<file path="config.mk">
export PLATFORM = sky130hd
export DESIGN_NAME = spi_arb
export DESIGN_NICKNAME = d
export VERILOG_FILES = /design/src/rtl/spi_arb_pkg.sv /design/src/rtl/spi_arb_wdog.sv /design/src/rtl/spi_arb.sv
export SDC_FILE = /design/constraint.sdc
export NUM_CORES = 1
export LEC_CHECK = 0
export ABC_AREA = 1
export BUFFER_PORTS_ARGS = -buffer_cell sky130_fd_sc_hd__buf_2
export CAP_MARGIN = 30
export CORE_UTILIZATION = 41
export CTS_CLUSTER_SIZE = 10
export DETAILED_ROUTE_END_ITERATION = 8
export GPL_TIMING_DRIVEN = 0
export PLACE_DENSITY_LB_ADDON = 0.3
export SLEW_MARGIN = 5
export SYNTH_ARGS = -nofsm -noshare
export SYNTH_HDL_FRONTEND = slang
export SYNTH_HIERARCHICAL = 1
export SYNTH_SLANG_ARGS = --single-unit
export TNS_END_PERCENT = 30
</file>
<file path="constraint.sdc">
create_clock -name clk -period 1.7 [get_ports clk]
set_input_delay 0.425 -clock clk [delete_from_list [all_inputs] [get_ports clk]]
set_output_delay 0.425 -clock clk [all_outputs]
set_load 0.01 [all_outputs]
</file>
<file path="src/rtl/spi_arb_pkg.sv">
// spi_arb_pkg: shared types and constants for the two-client SPI arbiter.
//   arb_state_t : arbiter FSM states (IDLE, LAUNCH, XFER, HOLD)
//   cli_id_t    : client identifier, 0 = A2D interface, 1 = inertial sensor
//   SPI_FRAME_W : width of one SPI frame in bits
package spi_arb_pkg;

   localparam int SPI_FRAME_W = 16;

   typedef enum logic [1:0] {
      IDLE   = 2'd0,
      LAUNCH = 2'd1,
      XFER   = 2'd2,
      HOLD   = 2'd3
   } arb_state_t;

   typedef logic cli_id_t;

endpackage

</file>
<file path="src/rtl/spi_arb_wdog.sv">
// spi_arb_wdog: HOLD-state watchdog for the SPI arbiter.
// Counts cycles a locked owner sits in HOLD without requesting and flags
// expiry on the cycle the count reaches TIMEOUT_CYC-1.
// Ports:
//   clk, rst_n : clock, asynchronous active-low reset
//   clear      : restart the count (outside HOLD or on an owner request)
//   count      : advance the count this cycle
//   expired    : count has reached its limit while counting
import spi_arb_pkg::*;

module spi_arb_wdog #(
   parameter int TIMEOUT_CYC = 1024
) (
   input  logic clk,
   input  logic rst_n,
   input  logic clear,
   input  logic count,
   output logic expired
);

   localparam int CNT_W = $clog2(TIMEOUT_CYC) + 1;
   localparam logic [CNT_W-1:0] LIMIT = CNT_W'(TIMEOUT_CYC - 1);

   logic [CNT_W-1:0] cnt;

   // Saturate at the limit so a held-off release cannot wrap the count.
   always_ff @(posedge clk or negedge rst_n) begin
      if (!rst_n) begin
         cnt <= '0;
      end else if (clear) begin
         cnt <= '0;
      end else if (count && (cnt != LIMIT)) begin
         cnt <= cnt + 1'b1;
      end
   end

   assign expired = count && (cnt == LIMIT);

endmodule

</file>
<file path="src/rtl/spi_arb.sv">
// spi_arb: shares one SPI monarch between two clients (A2D and inertial
// sensor). Frames are granted one at a time, round-robin between clients,
// and a client may lock the bus across consecutive frames.
// Ports:
//   clk, rst_n                 : clock, asynchronous active-low reset
//   cliN_vld/lock/wt_data      : client N frame request, lock-after, frame
//   cliN_ack                   : combinational accept pulse
//   cliN_done, cliN_rd_data    : frame complete pulse and held read data
//   spi_wrt, spi_wt_data       : start pulse and frame to the monarch
//   spi_done, spi_rd_data      : monarch completion and read data
//   owner                      : current or last owner
//   arb_timeout                : forced-release pulse
// Optional feature: define SPI_ARB_TIMEOUT_EN to release a locked owner that
// idles in HOLD for TIMEOUT_CYC cycles; otherwise arb_timeout is tied 0.
module spi_arb
   import spi_arb_pkg::*;
#(
   parameter int TIMEOUT_CYC = 1024
) (
   input  logic                   clk,
   input  logic                   rst_n,
   input  logic                   cli0_vld,
   input  logic                   cli0_lock,
   input  logic [SPI_FRAME_W-1:0] cli0_wt_data,
   input  logic                   cli1_vld,
   input  logic                   cli1_lock,
   input  logic [SPI_FRAME_W-1:0] cli1_wt_data,
   output logic                   cli0_ack,
   output logic                   cli1_ack,
   output logic                   cli0_done,
   output logic                   cli1_done,
   output logic [SPI_FRAME_W-1:0] cli0_rd_data,
   output logic [SPI_FRAME_W-1:0] cli1_rd_data,
   output logic                   spi_wrt,
   output logic [SPI_FRAME_W-1:0] spi_wt_data,
   input  logic                   spi_done,
   input  logic [SPI_FRAME_W-1:0] spi_rd_data,
   output logic                   owner,
   output logic                   arb_timeout
);

   arb_state_t             state;
   cli_id_t                owner_q;
   cli_id_t                rr_ptr;
   logic                   lock_q;
   logic                   wrt_q;
   logic                   done0_q;
   logic                   done1_q;
   logic                   timeout_q;
   logic [SPI_FRAME_W-1:0] rd0_q;
   logic [SPI_FRAME_W-1:0] rd1_q;
   logic [SPI_FRAME_W-1:0] wt_data_q;

   logic                   grant;
   cli_id_t                grant_id;
   logic [SPI_FRAME_W-1:0] grant_data;
   logic                   grant_lock;
   logic                   owner_vld;
   logic                   owner_lock;
   logic                   hold_expired;

   assign owner_vld  = owner_q ? cli1_vld  : cli0_vld;
   assign owner_lock = owner_q ? cli1_lock : cli0_lock;
   assign grant_data = grant_id ? cli1_wt_data : cli0_wt_data;
   assign grant_lock = grant_id ? cli1_lock    : cli0_lock;

   // The ack is combinational so a request is accepted in the cycle it is
   // seen; it is masked during reset so every output reads 0 in reset.
   always_comb begin
      grant    = 1'b0;
      grant_id = 1'b0;
      if (rst_n) begin
         case (state)
            IDLE: begin
               if (cli0_vld && cli1_vld) begin
                  grant    = 1'b1;
                  grant_id = rr_ptr;
               end else if (cli0_vld) begin
                  grant    = 1'b1;
                  grant_id = 1'b0;
               end else if (cli1_vld) begin
                  grant    = 1'b1;
                  grant_id = 1'b1;
               end
            end
            HOLD: begin
               if (owner_vld) begin
                  grant    = 1'b1;
                  grant_id = owner_q;
               end
            end
            default: begin
               grant    = 1'b0;
               grant_id = 1'b0;
            end
         endcase
      end
   end

   assign cli0_ack = grant && (grant_id == 1'b0);
   assign cli1_ack = grant && (grant_id == 1'b1);

   // A grant from IDLE or HOLD takes the same path into LAUNCH; HOLD only
   // ever grants the current owner, so owner_q is unchanged there. Every
   // release out of ownership hands the round-robin pointer to the other
   // client.
   always_ff @(posedge clk or negedge rst_n) begin
      if (!rst_n) begin
         state     <= IDLE;
         owner_q   <= 1'b0;
         rr_ptr    <= 1'b0;
         lock_q    <= 1'b0;
         wrt_q     <= 1'b0;
         done0_q   <= 1'b0;
         done1_q   <= 1'b0;
         timeout_q <= 1'b0;
         rd0_q     <= '0;
         rd1_q     <= '0;
         wt_data_q <= '0;
      end else begin
         wrt_q     <= 1'b0;
         done0_q   <= 1'b0;
         done1_q   <= 1'b0;
         timeout_q <= 1'b0;
         case (state)
            IDLE, HOLD: begin
               if (grant) begin
                  owner_q   <= grant_id;
                  wt_data_q <= grant_data;
                  lock_q    <= grant_lock;
                  wrt_q     <= 1'b1;
                  state     <= LAUNCH;
               end else if (state == HOLD) begin
                  if (!owner_lock) begin
                     rr_ptr <= ~owner_q;
                     state  <= IDLE;
                  end else if (hold_expired) begin
                     rr_ptr    <= ~owner_q;
                     timeout_q <= 1'b1;
                     state     <= IDLE;
                  end
               end
            end
            LAUNCH: begin
               state <= XFER;
            end
            XFER: begin
               if (spi_done) begin
                  if (owner_q) begin
                     rd1_q   <= spi_rd_data;
                     done1_q <= 1'b1;
                  end else begin
                     rd0_q   <= spi_rd_data;
                     done0_q <= 1'b1;
                  end
                  if (lock_q) begin
                     state <= HOLD;
                  end else begin
                     rr_ptr <= ~owner_q;
                     state  <= IDLE;
                  end
               end
            end
         endcase
      end
   end

`ifdef SPI_ARB_TIMEOUT_EN
   logic wdog_clear;
   logic wdog_count;

   assign wdog_clear = (state != HOLD) || owner_vld;
   assign wdog_count = (state == HOLD) && !owner_vld;

   spi_arb_wdog #(
      .TIMEOUT_CYC(TIMEOUT_CYC)
   ) u_wdog (
      .clk    (clk),
      .rst_n  (rst_n),
      .clear  (wdog_clear),
      .count  (wdog_count),
      .expired(hold_expired)
   );

   assign arb_timeout = timeout_q;
`else
   logic unused_timeout;

   assign hold_expired   = 1'b0;
   assign arb_timeout    = 1'b0;
   assign unused_timeout = ^{TIMEOUT_CYC, timeout_q};
`endif

   assign cli0_done    = done0_q;
   assign cli1_done    = done1_q;
   assign cli0_rd_data = rd0_q;
   assign cli1_rd_data = rd1_q;
   assign spi_wrt      = wrt_q;
   assign spi_wt_data  = wt_data_q;
   assign owner        = owner_q;

endmodule

</file>
==> impl_metrics.yaml <==
clock_tree:
  h-tree-depth: 2
  cts_tree: "yes"
  clk_latency_ns: 0.31
  root_buffer: "clkbuf_8"
  cts_buffer_depth: 2
  numCtsBuffers: 5
  clk_pin_slew_ns: 0.10
  numClockSinks: 56
synthesis:
  syn_nets: 337
  ys_seq_elements: 56
  syn-cell-area_um2: 2527
  post-synth-top-area-cell: "dfrtp_1"
  yosys.cell_types.count: 23
  dominantRegCellSynth: "dfrtp_1"
  synthCells: 278
  synth.avg_cell_area_um2: 9.091
  ys_seq_area_share_pct: 55.45
  async_reset_ff_share_pct: 100.0
  synth_edf_count: 0
  synthTopCellsByArea: "dfrtp_1 (55%), nand2_1 (10%), nand4_1 (8.7%)"
  yosysWarnings: 6
  synth_top_area_share_pct: 55.45
floorplan:
  die_h_um: 80.52
  die_area_um2: 6483
  initial_core_util_pct: 42.69
  fp-row-count: 28
  core_area_um2: 5921
  die_w_um: 80.52
  ioPinCount: 110
power_and_ir_drop:
  p_sw_share_pct: 42.19
  power_frac_comb_pct: 51.5
  ir_drop_v: 0.0007538
  p_seq_share_pct: 36.8
  power_mw: 6.300
  power_density_nw_per_um2: 1797
  p_switching_mw: 2.658
  p_leak_nw: 1.890
  power.share.clock_pct: 11.8
  p_int_mw: 3.642
outcome:
  status: "complete, but fails checks"
  violations: "negative setup slack"
worst_setup_path:
  worstPathArrival_ns: 1.57
  worstSetupStartpointType: "flop"
  cp.required_ns: 1.27
  cp-end-kind: "output pin"
  crit_family: "flip-flops"
  slowest_delay_ns: 0.45
  critPathMaxFanout: 4
  path_cells: "inv_2 -> ha_4 -> nor2_4 -> nand2_4 -> buf_8 -> nor2_2 -> buf_2"
  setup.worst_path.class: "reg -> out"
  cp.buffers_inverters: 3
  crit_slowest_cell: "dfrtp_2"
global_route:
  grt_max_degree: 29
  top_usage_layer: "met2"
  grt_pass1_wl_mm: 10.87
  gr-usage-met1_pct: 29.42
  grt_pass1_vias: 2386
  grt_util_all_layers_pct: 21.62
  grt_util_met3_pct: 3.068
  antenna_found_initial: 0
  grt.overflow.total: 0
  met2_usage_pct: 35.59
drt:
  drc: 0
  drt_iter0_markers: 158
  ant_nets: 0
  via_per_inst: 5.118
  vias: 2477
  firstDrtPassIters: 4
  finalWirelength_mm: 6.899
  wl_per_cell_um: 14.25
cells_and_area:
  fin_nets: 467
  layout-drive-gt1-share_pct: 42.54
  antenna_cells: 0
  syn_to_final_growth_pct: 38.71
  instances_no_fill: 484
  finalInstanceArea_um2: 3506
  n_fill_cell: 518
placement:
  post-place-cells: 462
  gp_congestion: 0.7716
  hpwl_mm: 4.665
  port_buffers: 108
  placed_cell_area_um2: 3202
sta:
  max_freq_mhz: 502.4
  tns_ns: -0.5249
  rsz0062_at_grt: "true"
  report.final.slew_viol_count: 0
  whs_ns: 0.06107
  period_minus_slack_ns: 1.990
  finalHoldViolations: 0
  setup_viol: 2
  final.period_utilization_pct: 117.1
  setup_slack_ns: -0.2903
  skew_ns: 0.007862
worst_hold_path:
  hold_class: "in -> async"
job:
  cap_violations: 0
-- placed cells by master, fill, tap and decap left out, types with 3 or more instances in the layout --
| master | netlist | routed |
|---|---|---|
| buf_2 | 8 | 108 |
| buf_4 | 2 | 18 |
| buf_6 | 2 | 5 |
| clkbuf_4 | 0 | 4 |
| clkbuf_8 | 0 | 5 |
| dfrtp_1 | 56 | 53 |
| dfrtp_2 | 0 | 3 |
| inv_1 | 23 | 20 |
| inv_2 | 7 | 9 |
| nand2_1 | 67 | 65 |
| nand3_1 | 23 | 23 |
| nand4_1 | 35 | 35 |
| o21ai_1 | 33 | 32 |
-- flip-flops by register name, indices dropped and copies added (netlist names) --
name / cells
state: 2
spi_wrt: 1
cli0_rd_data: 16
rr_ptr: 1
lock_q: 1
cli1_done: 1
owner: 1
spi_wt_data: 16
cli0_done: 1
cli1_rd_data: 16
-- power by group through the flow --
stage                     clock network [mW]  registers, mW  logic, mW
after floorplan                            0           2.59       1.49
after global placement                     0           2.30       2.80
after detailed placement                   0           2.31       2.86
after CTS                              0.758           2.30       3.13
after global routing                   0.803           2.38       3.58
final                                  0.740           2.32       3.24
-- kinds of logic after synthesis --
kind of cell               synth area share (%)
AOI/OAI and AO/OA                         6.931
adders and majority gates                 1.980
buffers and inverters                     8.119
DFF                                       55.45
other                                    0.1484
and+or+nand+nor                           27.38
-- routing by layer --
| metal | part of all wire (%) | routed length (µm) |
|---|---|---|
| met1 | 44 | 3054 |
| met2 | 49 | 3395 |
| met3 | 5.1 | 352 |
| met4 | 1.4 | 96 |
| met5 | 0 | 0 |
-- metrics by stage --
stage	utilization (%)	worst slack, ns
floorplan	-	0.005376
CTS	58.35	-0.3427
global placement	53.74	-1.331
finish	59.21	-0.2903
global route	59.21	-0.3463
detailed placement	54.08	-0.8826
-- path summary, 6_finish.rpt --
check | startpoint | endpoint | slack, ns | cells after the start
worst min-delay path | rst_n | spi_wt_data[4] | 0.06 | 2
worst max register to register | state[0] | cli0_rd_data[12] | 0.06 | 9
min in group clk | spi_rd_data[10] | cli0_rd_data[10] | 0.36 | 3
worst max-delay path | state[0] | cli1_ack | -0.29 | 7
max in group asynchronous | rst_n | state[0] | 1.47 | 2
worst min register to register | cli0_rd_data[14] | cli0_rd_data[14] | 0.49 | 2
-- timing repair --
item	in CTS	in global routing
endpoints found under the hold margin	28	0
buffers inserted	12	4
pin swaps	6	5
resized for setup	18	20
setup endpoints to repair	33	43
hold buffers	1	0
-- Yosys cell counts (all sizes together), types with 2 or more instances --
cell    count
dfrtp      56
o21ai      33
nand4      35
ha          4
buf        12
nor2        3
nor3        2
nand2      69
a21oi       2
nand3      26
inv        30
clkbuf      4
-- layout make-up --
cell class                 count  area (µm²)  share of cell area, %
inverter                      30       117.6                  3.355
clock buffer                   6       72.57                  2.070
sequential                    56        1405                  40.08
buffer                        13       100.1                  2.855
tap                           75       93.84                  2.677
clock inverter                 2       16.27                 0.4640
timing repair buffer         126       720.7                  20.56
multi-input combinational    176       979.7                  27.94
Power figures use the tool's default switching activity.
